File: src/rtl/icmp_pipe_unit.sv
// Multi-lane pipelined integer compare (LLVM icmp predicates) with valid/ready flow control.
// Optional build macro ICMP_PIPE_UNIT_ILLEGAL_EN adds out_err flagging opcodes 10..15.
module icmp_pipe_unit #(
  parameter int DATA_W      = 32,
  parameter int NUM_LANES   = 4,
  parameter int PIPE_STAGES = 2,
  parameter int TAG_W       = 8
) (
  input  logic                          clk,
  input  logic                          rst,
  input  logic                          in_valid,
  output logic                          in_ready,
  input  logic [3:0]                    in_op,
  input  logic [NUM_LANES*DATA_W-1:0]   in_lhs,
  input  logic [NUM_LANES*DATA_W-1:0]   in_rhs,
  input  logic [TAG_W-1:0]              in_tag,
  output logic                          out_valid,
  input  logic                          out_ready,
  output logic [NUM_LANES-1:0]          out_ret,
  output logic                          out_any,
  output logic                          out_all,
`ifdef ICMP_PIPE_UNIT_ILLEGAL_EN
  output logic                          out_err,
`endif
  output logic [TAG_W-1:0]              out_tag
);

  typedef enum logic [3:0] {
    OP_EQ  = 4'd0,
    OP_NE  = 4'd1,
    OP_UGT = 4'd2,
    OP_UGE = 4'd3,
    OP_ULT = 4'd4,
    OP_ULE = 4'd5,
    OP_SGT = 4'd6,
    OP_SGE = 4'd7,
    OP_SLT = 4'd8,
    OP_SLE = 4'd9
  } op_e;

  logic [NUM_LANES-1:0] cmp_ret;
  logic                 illegal;
  logic [DATA_W-1:0]    lane_a;
  logic [DATA_W-1:0]    lane_b;

  logic [PIPE_STAGES-1:0] v_q;
  logic [PIPE_STAGES-1:0] ld;
  logic [NUM_LANES-1:0]   ret_q [PIPE_STAGES];
  logic [TAG_W-1:0]       tag_q [PIPE_STAGES];
`ifdef ICMP_PIPE_UNIT_ILLEGAL_EN
  logic                   err_q [PIPE_STAGES];
`endif

  always_comb begin
    cmp_ret = '0;
    lane_a  = '0;
    lane_b  = '0;
    illegal = (in_op > 4'd9);
    for (int i = 0; i < NUM_LANES; i++) begin
      lane_a = in_lhs[i*DATA_W +: DATA_W];
      lane_b = in_rhs[i*DATA_W +: DATA_W];
      case (op_e'(in_op))
        OP_EQ:   cmp_ret[i] = (lane_a == lane_b);
        OP_NE:   cmp_ret[i] = (lane_a != lane_b);
        OP_UGT:  cmp_ret[i] = (lane_a >  lane_b);
        OP_UGE:  cmp_ret[i] = (lane_a >= lane_b);
        OP_ULT:  cmp_ret[i] = (lane_a <  lane_b);
        OP_ULE:  cmp_ret[i] = (lane_a <= lane_b);
        OP_SGT:  cmp_ret[i] = ($signed(lane_a) >  $signed(lane_b));
        OP_SGE:  cmp_ret[i] = ($signed(lane_a) >= $signed(lane_b));
        OP_SLT:  cmp_ret[i] = ($signed(lane_a) <  $signed(lane_b));
        OP_SLE:  cmp_ret[i] = ($signed(lane_a) <= $signed(lane_b));
        default: cmp_ret[i] = 1'b0;
      endcase
    end
  end

  // Load enables ripple back from the consumer so empty stages never block upstream beats.
  always_comb begin
    logic carry;
    ld    = '0;
    carry = out_ready;
    for (int k = PIPE_STAGES - 1; k >= 0; k--) begin
      ld[k] = !v_q[k] || carry;
      carry = ld[k];
    end
  end

  assign in_ready = ld[0];

  always_ff @(posedge clk or posedge rst) begin
    if (rst) begin
      for (int k = 0; k < PIPE_STAGES; k++) begin
        v_q[k]   <= 1'b0;
        ret_q[k] <= '0;
        tag_q[k] <= '0;
`ifdef ICMP_PIPE_UNIT_ILLEGAL_EN
        err_q[k] <= 1'b0;
`endif
      end
    end else begin
      if (ld[0]) begin
        v_q[0] <= in_valid;
        if (in_valid) begin
          ret_q[0] <= cmp_ret;
          tag_q[0] <= in_tag;
`ifdef ICMP_PIPE_UNIT_ILLEGAL_EN
          err_q[0] <= illegal;
`endif
        end
      end
      for (int k = 1; k < PIPE_STAGES; k++) begin
        if (ld[k]) begin
          v_q[k] <= v_q[k-1];
          if (v_q[k-1]) begin
            ret_q[k] <= ret_q[k-1];
            tag_q[k] <= tag_q[k-1];
`ifdef ICMP_PIPE_UNIT_ILLEGAL_EN
            err_q[k] <= err_q[k-1];
`endif
          end
        end
      end
    end
  end

  assign out_valid = v_q[PIPE_STAGES-1];
  assign out_ret   = ret_q[PIPE_STAGES-1];
  assign out_tag   = tag_q[PIPE_STAGES-1];
  assign out_any   = |out_ret;
  assign out_all   = &out_ret;
`ifdef ICMP_PIPE_UNIT_ILLEGAL_EN
  assign out_err   = err_q[PIPE_STAGES-1];
`endif

endmodule

File: config.mk
export PLATFORM = sky130hd
export DESIGN_NAME = icmp_pipe_unit
export DESIGN_NICKNAME = d
export VERILOG_FILES = /design/src/rtl/icmp_pipe_unit.sv
export SDC_FILE = /design/constraint.sdc
export NUM_CORES = 1
export LEC_CHECK = 0
export ABC_CLOCK_PERIOD_IN_PS = 3500
export CAP_MARGIN = 10
export CORE_MARGIN = 2
export CORE_UTILIZATION = 40
export DETAILED_ROUTE_END_ITERATION = 8
export PLACE_DENSITY = 0.9
export SYNTH_ARGS = -nofsm -noshare
export SYNTH_HDL_FRONTEND = slang
export SYNTH_SLANG_ARGS = --single-unit
File: constraint.sdc
create_clock -name clk -period 3.5 [get_ports clk]
set_clock_uncertainty 0.05 [all_clocks]
set_input_delay 0.7 -clock clk [delete_from_list [all_inputs] [get_ports clk]]
set_output_delay 0.7 -clock clk [all_outputs]
set_load 0.05 [all_outputs]
* Word level (Yosys, flattened, before mapping) *
Cells that the tools add are included.

storage, ports and cells
  flip-flop bits (word level) = 26
  output and inout bits = 16
  input port bits = 272
  logic and storage cells = 68

cells by class
  $lt $le $gt $ge = 32
  reductions and logical operators = 9
  muxes and demuxes = 4
  equality and inequality tests = 17

operator list
  operator                                             number
  greater-or-equal comparator 32 bit                   8
  > comparator 32 bit                                  8
  <= comparator 32 bit                                 8
  < comparator 32 bit                                  8
  equality test 32 bit                                 4
  inequality test 32 bit                               4
  one-hot mux 1 bit (10 select lines)                  4
  equality test 4 x 3 -> 1 bit, second input constant  4
  equality test 4 x 2 -> 1 bit, second input constant  2
  equality test 4 bit, second input constant           2
  equality test 4 x 1 -> 1 bit, second input constant  1
  logical NOT 4 bit                                    1
  AND reduction 2 bit                                  2
  AND reduction 4 bit                                  1
  OR reduction 4 bit                                   1
  logical NOT 1 bit                                    2
  logical OR 1 bit                                     2

* Logic depth before layout (Yosys ltp) *
Gate-level depths: netlist of run 1.

  word-level depth = 4
  mapped depth = 10
  mapped depth without buffers = 10

* Worst setup path after synthesis of run 1 *
OpenSTA, ideal clock, no wires.

  path kind = input to register
  from = in in_rhs[29]
  to = reg ret_q[4] (netlist name)
  stages on the path = 10
  setup slack = 886 ps
  buffers on the path = 0
  data arrival time = 2,482 ps
  library setup time = 82 ps
  data required time = 3,368 ps
  cell sequence = inv_1 -> ha_1 -> a21o_1 -> a21o_1 -> a221oi_1 -> o31ai_1 -> a21oi_2 -> xnor2_1 -> mux2_4 -> a31oi_1

between the ends
  cells in the longest elaborated chain, start to end = 2
  elaborated cells on any way between the ends = 11
  those cells by class = order compare (8); eq/ne (2); mux (1)

ends and longest elaborated chain
  element                                             RTL line  text
  start: declaration                                  15        input logic [NUM_LANES*DATA_W-1:0] in_rhs,
  <= comparator 32 bit, or another cell as far along  72        OP_SLE: cmp_ret[i] = ($signed(lane_a) <= $signed(lane_b));
  one-hot mux 1 bit (10 select lines) (*)             62        case (op_e'(in_op))
  end signal: indexed assignment                      116       ret_q[k] <= ret_q[k-1];
  end: declaration                                    48        logic [NUM_LANES-1:0] ret_q [PIPE_STAGES];

Mark *: on every way between the ends. The rest lies on a longest branch, timed or not.
A chain may end at the register's enable or synchronous reset.

* Worst setup path after layout of run 1 *
  from = in in_rhs[31]
  to = reg ret_q[4] (netlist name)

Same word-level chain as after synthesis.

==> results of run 1 <==
-- critical path: stages --
cell and delay, ns:
clkdlybuf4s50_1 0.46, inv_1 0.04, ha_1 0.37, nand4_1 0.16
nor4_2 0.34, and3_1 0.24, nor2_1 0.05, nor3_1 0.20
mux2i_1 0.13, o41ai_1 0.33, a31oi_1 0.08
-- flip-flops by register name (all words and copies together), names as in the netlist --
register / count
out_tag: 8
tag_q: 8
ret_q: 4
out_ret: 4
v_q: 2
-- stage by stage --
step	hold slack [ns]	total power [mW]	area, µm²	setup WS (ns)	util (%)
floorplan	0.407	0.980	4880	0.886	-
finish	0.451	1.76	7940	0.477	66.4
detailed placement	0.433	1.44	7840	0.184	65.5
CTS	0.436	1.78	7940	0.448	66.4
global route	0.473	1.88	7940	0.108	66.4
global placement	0.416	1.41	7840	0.251	65.5
-- routing by layer --
| layer | vias up | GRT usage [%] | wire, µm |
|---|---|---|---|
| met5 | - | 0 | 0 |
| met4 | 0 | 7.07 | 379 |
| met3 | 32 | 4.18 | 1160 |
| met2 | 217 | 43.0 | 7630 |
| met1 | 2374 | 23.1 | 5550 |
| li1 | 2730 | - | - |
-- Yosys cell counts, drive strengths merged (5+ instances only) --
| cell | n | area, µm² |
|---|---|---|
| clkbuf | 6 | 22.5 |
| xnor2 | 5 | 43.8 |
| nand3 | 11 | 55.1 |
| and4 | 7 | 62.6 |
| nor3 | 12 | 60.1 |
| inv | 132 | 495 |
| nor4 | 6 | 50.0 |
| nor2 | 16 | 62.6 |
| buf | 12 | 90.1 |
| nand2 | 34 | 128 |
| mux2 | 22 | 251 |
| o21ai | 22 | 110 |
| ha | 128 | 1600 |
| a21o | 27 | 203 |
| o211ai | 8 | 65.1 |
| dfrtp | 26 | 651 |
| nand4 | 29 | 181 |
| nand2b | 5 | 31.3 |
| nor2b | 7 | 43.8 |
| a21oi | 55 | 279 |
-- logic make-up (layout without fill, tap and decap cells) --
| logic type | after synthesis | after routing | synth area share [%] |
|---|---|---|---|
| compound gates | 141 | 141 | 18.4 |
| flops | 26 | 26 | 13.3 |
| xor+xnor | 7 | 7 | 1.26 |
| buf+inv | 151 | 426 | 12.5 |
| mux | 25 | 25 | 5.77 |
| simple gates | 140 | 140 | 15.8 |
| fa+ha+maj | 128 | 128 | 32.8 |
-- worst max path at each step --
stage                start  slack [ns]        to  cells past startpoint
2_1_floorplan   in_rhs[29]        0.89  ret_q[4]                     10
3_3_place_gp   in_rhs[125]        0.25  ret_q[7]                     11
3_5_place_dp    in_rhs[31]        0.18  ret_q[4]                     11
4_1_cts         in_rhs[31]        0.45  ret_q[4]                     11
5_1_grt         in_rhs[31]        0.11  ret_q[4]                     11
6_report        in_rhs[31]        0.48  ret_q[4]                     11
-- placed cells by master (no fill, tap or decap), types with 12 or more instances in the layout --
cell             count
a21o_1              27
o21ai_0             20
inv_1              132
a21oi_1             54
mux2_2              21
nor3_1              12
nand4_1             29
nand2_1             34
dfrtp_1             26
nor2_1              15
ha_1               128
clkdlybuf4s50_1    287
-- area by class of cell --
| cell class | count | area (µm²) | share of cell area, % |
|---|---|---|---|
| inverters | 133 | 499 | 6.29 |
| clock buffers | 3 | 75.1 | 0.945 |
| clock inverters | 1 | 30.0 | 0.378 |
| repair buffers | 289 | 2890 | 36.4 |
| flip-flops and latches | 26 | 651 | 8.19 |
| multi-input cells | 441 | 3620 | 45.5 |
| well taps | 147 | 184 | 2.32 |
-- report_power, final --
part | internal, mW | switching [mW]
registers | 0.356 | 0.0343
clock network | 0.227 | 0.103
logic | 0.562 | 0.477
==> run summary, run 1 <==
Synth Cell Area: 4880 µm²
CP arrival: 3.11 ns
share of cells above drive strength 1: 4.14%
final hold violation count: 0
Leakage: 3.94 nW
P&R area growth vs syn: 62.8%
Worst setup EP type: register
DR DRC count: 0
Highest Clock Rate: 331 MHz
CTS buffer count: 3
Final ANT Viol Nets: 0
Worst Reg-to-Reg Cells: 7
Hold Crit Class: reg -> reg
yosys warns: 0
Fill cells: 983
worst hold path endpoint: v_q[1]
Crit Path Class: in -> reg
CORE AREA: 12000 µm²
Yosys cell types: 54
initial drt markers: 190
status: complete, no violations
Syn Area/Cell: 7.89 µm²
clock sinks: 26
DRT Pass-1 Iters: 4
CP Max Fanout: 6
Antenna diodes: 0
FP Rows: 40
routability congestion estimate: 0.857
largest net degree at the start of global routing: 27
syn_nets: 1018
Max-slew headroom: 36.1%
final max-slew violation count: 0
Mapped Cells: 618
r2r setup slk: 1.75 ns
H-tree levels: 1
CTS resizes: 0
Die ar.: 13100 µm²
RR Endpoint: ret_q[7]
dominant synthesized flop cell: dfrtp_1
Final nets: 1294
RSZ-0062 raised after global routing: false
post-CTS setup buffer count: 0
hold depth: 1
setup TNS: 0 ns
max cap viols: 0
FFs w/ async S/R, synth: 100%
Slew @ Worst Pin: 0.957 ns
crit path time final: 3.02 ns
Worst EP required: 3.59 ns
vias per cell: 5.15
first-pass GRT wire length: 23.5 mm
hold path startpoint: v_q[0]
Port-buffer cells: 287
# setup viols final: 0
routed vias: 5353
sequential fraction of the synthesis area: 13.3%
number of global-route vias before repair: 5423
die height: 114 µm
# IOs: 288
Overflow after GRT: 0
Tot GR Track Use: 21.9%
final clock period utilization by the worst path: 86.4%
CTS root buffer: clkbuf_16
Starting Density: 40.8%
initial antenna violation count: 0
hpwl dp: 13.5 mm
CP Launch Type: input pin
FF+latch count, synth: 26
Max rail drop VDD: 0.188 mV
final wirelength: 14.7 mm
P per Cell Area: 222 nW/µm²
CTS tree: yes
R2R Path Start: v_q[1]
clock-pin transition on the worst setup and hold timing paths: 0.07 ns
fin cells: 1040
placed cell count: 1036
Post-CTS Hold Buffers: 0
chip width: 114 µm
Post-synth EDFFs: 0
Clock Tree Buf Depth: 2
Skew-Pair Late Insertion Delay: 0.26 ns
routed len/inst: 14.2 µm
Note: power is estimated with default switching activity, not from simulation.
==> run 2, diff against run 1 <==
- ABC_AREA: unset -> 1
- PLACE_DENSITY: 0.9 -> 0.89
==> run 2 against run 1 <==
Net effect: clock-buffer cell count did not move; fmax grew 5.9%; synthesized area rose by 2.9%; register-to-register slack improved by 0.14 ns; critical path type is now in -> out; combinational power grew 9.6%; worst hold slack worse by 0.017 ns; routed wire length rose by 5.9%; critical endpoint is now in_ready.
==> run summary, run 2 <==
status: complete, no violations
vias per cell: 4.69 (-9.0%)
Crit path top cell by count: clkdlybuf4s50_1
dominant synthesized flop cell: dfrtp_1
Hold Crit Class: reg -> reg
Yosys cell types: 34 (-37%)
Starting Density: 41.5% (+0.68 points)
RSZ-0062 raised after global routing: false
syn_nets: 1178 (+16%)
chip width: 116 µm (+1.4%)
P&R area growth vs syn: 61.4%
DRT Pass-1 Iters: 4 (unchanged)
CTS buffer count: 3 (unchanged)
crit path time final: 2.86 ns (-0.168 ns)
share of cells above drive strength 1: 3.13% (-1.0 points)
sequential fraction of the synthesis area: 13.0% (-0.38 points)
Synth Cell Area: 5020 µm² (+2.9%)
Max-slew headroom: 36.9% (+0.78 points)
Worst setup EP type: primary output
CTS resizes: 0 (unchanged)
Mapped Cells: 778 (+26%)
routed vias: 5722 (+6.9%)
FFs w/ async S/R, synth: 100% (unchanged)
Synth top area share: 31.9% (-0.94 points)
largest net degree at the start of global routing: 27 (unchanged)
Worst EP required: 2.75 ns (-0.84 ns)
Final ANT Viol Nets: 0 (unchanged)
Worst path slowest cell: clkdlybuf4s50_1
CTS tree: yes
DR DRC count: 0 (unchanged)
hpwl dp: 14.2 mm (+5.4%)
routability congestion estimate: 0.925 (+7.9%)
Max rail drop VDD: 0.196 mV (+4.4%)
Fill cells: 1013 (+3.1%)
Clock Tree Buf Depth: 2 (unchanged)
Antenna diodes: 0 (unchanged)
initial drt markers: 259 (+36%)
Die ar.: 13500 µm² (+2.8%)
H-tree levels: 1 (unchanged)
# setup viols final: 0 (unchanged)
Syn Area/Cell: 6.46 µm² (-18%)
Slew @ Worst Pin: 0.946 ns (-0.0117 ns)
CP Launch Type: input pin
CP Max Fanout: 3 (-3)
final max-slew violation count: 0 (unchanged)
max cap viols: 0 (unchanged)
# IOs: 288 (unchanged)
crit-path cells: clkdlybuf4s50_1 -> inv_1 -> nand3_1 -> clkdlybuf4s50_1
fin cells: 1221 (+17%)
final hold violation count: 0 (unchanged)
Post-synth EDFFs: 0 (unchanged)
Port-buffer cells: 287 (unchanged)
clock-pin transition on the worst setup and hold timing paths: 0.06 ns (about the same)
Leakage: 4.35 nW (+10%)
initial antenna violation count: 0 (unchanged)
P per Cell Area: 232 nW/µm² (+4.7%)
CP arrival: 2.11 ns (-1.00 ns)
clock sinks: 26 (unchanged)
FP Rows: 40 (unchanged)
CTS root buffer: clkbuf_16
Post-CTS Hold Buffers: 0 (unchanged)
FF+latch count, synth: 26 (unchanged)
final clock period utilization by the worst path: 81.6% (-4.8 points)
number of global-route vias before repair: 5920 (+9.2%)
placed cell count: 1217 (+17%)
most common cell after layout, fill and taps aside: clkdlybuf4s50_1
setup TNS: 0 ns (unchanged)
first-pass GRT wire length: 25.3 mm (+7.6%)
synth top area cells: ha_1, nand2_1, inv_1
most frequent cells in the layout: clkdlybuf4s50_1, nand2_1, inv_1, ha_1, a21oi_1
Synth area leader: ha_1
Tot GR Track Use: 23.1% (+1.2 points)
Commonest cells post-synth: nand2_1, inv_1, ha_1, a21oi_1, nor2_1
Final nets: 1454 (+12%)
post-CTS setup buffer count: 0 (unchanged)
Highest Clock Rate: 350 MHz (+5.9%)
Crit Path Class: in -> out
CORE AREA: 12100 µm² (+1.3%)
Skew-Pair Late Insertion Delay: 0.26 ns (about the same)
final wirelength: 15.6 mm (+5.9%)
routed len/inst: 12.8 µm (-9.8%)
die height: 116 µm (+1.4%)
yosys warns: 0 (unchanged)
most common cell in the netlist: nand2_1
Overflow after GRT: 0 (unchanged)
CP peak stage delay: 0.81 ns (+0.35 ns)
==> run 2: cell type report <==
class                   instances  area, µm²  share of cell area [%]
flip-flops and latches         26        651                    8.03
repair buffers                287       2870                    35.4
clock inverters                 1       30.0                   0.371
well taps                     168        210                    2.59
inverters                     189        711                    8.77
multi-input cells             547       3550                    43.9
clock buffers                   3       75.1                   0.926
==> run 2: where the power goes <==
group	internal, mW	switching, mW	total (mW)	leakage, nW
registers	0.372	0.0371	0.409	0.319
logic	0.562	0.580	1.14	3.98
clock network	0.227	0.101	0.328	0.0511
==> run 2: logic make-up (layout without fill, tap and decap cells) <==
group,count (synthesis),after routing,synth area share [%]
flops,26,26,13.0
simple gates,309,309,26.5
mux,4,4,0.897
buf+inv,205,480,16.3
fa+ha+maj,128,128,31.9
compound gates,106,106,11.5
==> run 2: layer usage <==
| layer | vias up | track usage [%] | share of wire, % |
|---|---|---|---|
| li1 | 2996 | - | - |
| met5 | - | 0 | 0 |
| met3 | 44 | 6.33 | 10 |
| met2 | 230 | 44.6 | 49 |
| met1 | 2452 | 23.2 | 37 |
| met4 | 0 | 9.52 | 3.9 |
==> run 2: worst max-delay path, delay by kind of cell <==
family | cells | cell delay (ns)
buffers and inverters | 3 | 1.31
and+or+nand+nor | 1 | 0.09
==> run 2: final timing paths <==
check | startpoint | endpoint | slack (ns) | cells past startpoint
setup / recovery | out_ready | in_ready | 0.64 | 4
hold / removal | tag_q[9] | tag_q[9] | 0.43 | 2
setup reg to reg | v_q[1] | tag_q[12] | 1.89 | 5
hold reg to reg | tag_q[9] | tag_q[9] | 0.43 | 2
max in group asynchronous | rst | out_ret[3] | 1.92 | 2
min in group asynchronous | rst | tag_q[10] | 0.90 | 2
==> run 2: through the flow <==
stage	worst slack, ns	total power, mW	hold slack, ns	utilization, %	area, µm²
5_1_grt	0.533	2.03	0.468	66.9	8100
3_5_place_dp	0.566	1.56	0.422	66.0	8000
2_1_floorplan	0.818	1.09	0.395	-	5020
3_3_place_gp	0.619	1.53	0.409	66.0	8000
4_1_cts	0.639	1.89	0.439	66.9	8100
6_report	0.644	1.88	0.434	66.9	8100
==> run 3, diff against run 2 <==
- ABC_CLOCK_PERIOD_IN_PS: 3500 -> 2880
- clock period: 3.5 -> 2.88 ns (I/O delays scaled with it)
==> run 3 against run 2 <==
Net effect: critical path depth up 11; first-iteration DRC count down 8.9%; sequential share of layout area about the same; largest cell class unchanged.
==> run summary, run 3 (synthesized netlist as in run 2, its figures left out) <==
Tot GR Track Use: 22.7% (-0.37 points)
Worst setup EP type: register
Crit Path Class: in -> reg
share of cells above drive strength 1: 3.60% (+0.46 points)
Starting Density: 41.5% (unchanged)
Highest Clock Rate: 385 MHz
final max-slew violation count: 0 (unchanged)
crit-path cells: clkdlybuf4s50_1 -> inv_1 -> ha_1 -> nand4_1 -> nor3_1 -> and3_1 -> nand2_1 -> nand2_1 -> nand2_1 -> nand2_1 -> nand3_1 -> nor2_1 -> nand3_1 -> nand2_1 -> nand2_1
Worst EP required: 2.98 ns (+0.23 ns)
Antenna diodes: 0 (unchanged)
number of global-route vias before repair: 5882 (-0.64%)
DRT Pass-1 Iters: 6 (+2)
CORE AREA: 12100 µm² (unchanged)
hpwl dp: 14.2 mm (about the same)
Overflow after GRT: 0 (unchanged)
CP arrival: 2.70 ns (+0.59 ns)
first-pass GRT wire length: 24.8 mm (-1.6%)
largest net degree at the start of global routing: 27 (unchanged)
CP Launch Type: input pin
CTS buffer count: 3 (unchanged)
final wirelength: 15.5 mm (-0.69%)
Worst path slowest cell: clkdlybuf4s50_1
CP peak stage delay: 0.45 ns (-0.36 ns)
final hold violation count: 0 (unchanged)
vias per cell: 4.74 (+1.2%)
chip width: 116 µm (unchanged)
Crit path top cell by count: nand2_1
P&R area growth vs syn: 61.6%
Setup WS pre-CTS: -0.0224 ns (-0.588 ns)
clock-pin transition on the worst setup and hold timing paths: 0.06 ns (about the same)
RSZ-0062 raised after global routing: false
Post-CTS Hold Buffers: 0 (unchanged)
DR DRC count: 0 (unchanged)
CP Max Fanout: 5 (+2)
routed vias: 5807 (+1.5%)
routability congestion estimate: 0.917 (-0.84%)
placed cell count: 1221 (+0.33%)
most frequent cells in the layout: clkdlybuf4s50_1, nand2_1, inv_1, ha_1, a21oi_1
Max-slew headroom: 56.7% (+20 points)
Clock Tree Buf Depth: 2 (unchanged)
die height: 116 µm (unchanged)
post-CTS setup buffer count: 0 (unchanged)
crit path time final: 2.60 ns
Leakage: 4.36 nW (+0.29%)
Max rail drop VDD: 0.257 mV (+31%)
status: complete, no violations
Hold Crit Class: reg -> reg
Final nets: 1458 (+0.28%)
final clock period utilization by the worst path: 90.3%
Final ANT Viol Nets: 0 (unchanged)
CTS tree: yes
Final WS setup: 0.279 ns (-0.365 ns)
clock sinks: 26 (unchanged)
Die ar.: 13500 µm² (unchanged)
# setup viols final: 0 (unchanged)
routed len/inst: 12.6 µm (-1.0%)
most common cell after layout, fill and taps aside: clkdlybuf4s50_1
P per Cell Area: 274 nW/µm² (+18%)
H-tree levels: 1 (unchanged)
Port-buffer cells: 287 (unchanged)
Slew @ Worst Pin: 0.648 ns (-0.297 ns)
# IOs: 288 (unchanged)
fin cells: 1225 (+0.33%)
CTS root buffer: clkbuf_16
CTS resizes: 0 (unchanged)
max cap viols: 0 (unchanged)
FP Rows: 40 (unchanged)
initial drt markers: 236 (-8.9%)
initial antenna violation count: 0 (unchanged)
Skew-Pair Late Insertion Delay: 0.25 ns (about the same)
Hold Slack: 0.428 ns (-0.00621 ns)
[run 3: critical path, delay by kind of cell]
family / cells / cell delay [ns]
fa+ha+maj: 1 / 0.31
buf+inv: 2 / 0.49
simple gates: 12 / 1.34
[run 3: where the power goes]
part | total [mW] | leakage, nW | switching (mW) | internal (mW)
logic | 1.39 | 4.00 | 0.705 | 0.688
registers | 0.502 | 0.319 | 0.0488 | 0.453
clock network | 0.328 | 0.0442 | 0.116 | 0.212
total | 2.22 | 4.36 | 0.870 | 1.35
[run 3: stage by stage]
| stage | power (mW) | instance area, µm² | util, % | TNS [ns] |
|---|---|---|---|---|
| global placement | 1.86 | 8030 | 66.3 | 0 |
| global route | 2.40 | 8120 | 67.0 | 0 |
| detailed placement | 1.90 | 8030 | 66.3 | -0.0224 |
| floorplan | 1.32 | 5020 | - | 0 |
| CTS | 2.24 | 8120 | 67.0 | 0 |
| finish | 2.22 | 8120 | 67.0 | 0 |
[run 3: layout make-up]
type                       instances  area [µm²]
clock buffer                       4        88.8
fill                            1005        4000
inverter                         189         711
multi-input combinational        547        3550
sequential                        26         651
tap                              168         210
timing repair buffer             291        2900
[run 3: worst paths after layout]
check	startpoint	to	slack, ns	cells after the start
setup / recovery	in_rhs[111]	ret_q[7]	0.28	15
max in group asynchronous	rst	ret_q[7]	1.90	3
setup reg to reg	v_q[1]	out_tag[1]	1.38	3
hold / removal	tag_q[10]	tag_q[10]	0.43	2
hold reg to reg	tag_q[10]	tag_q[10]	0.43	2
min in group asynchronous	rst	tag_q[10]	0.63	3
[run 3: metal layers]
metal	vias to the layer above	wire, µm	share of wire, %	GRT usage, %
met5	-	0	0	0
met4	0	555	3.6	8.81
met3	42	1480	9.5	6.07
met2	240	7690	50	44.9
met1	2516	5760	37	22.3
li1	3009	-	-	-
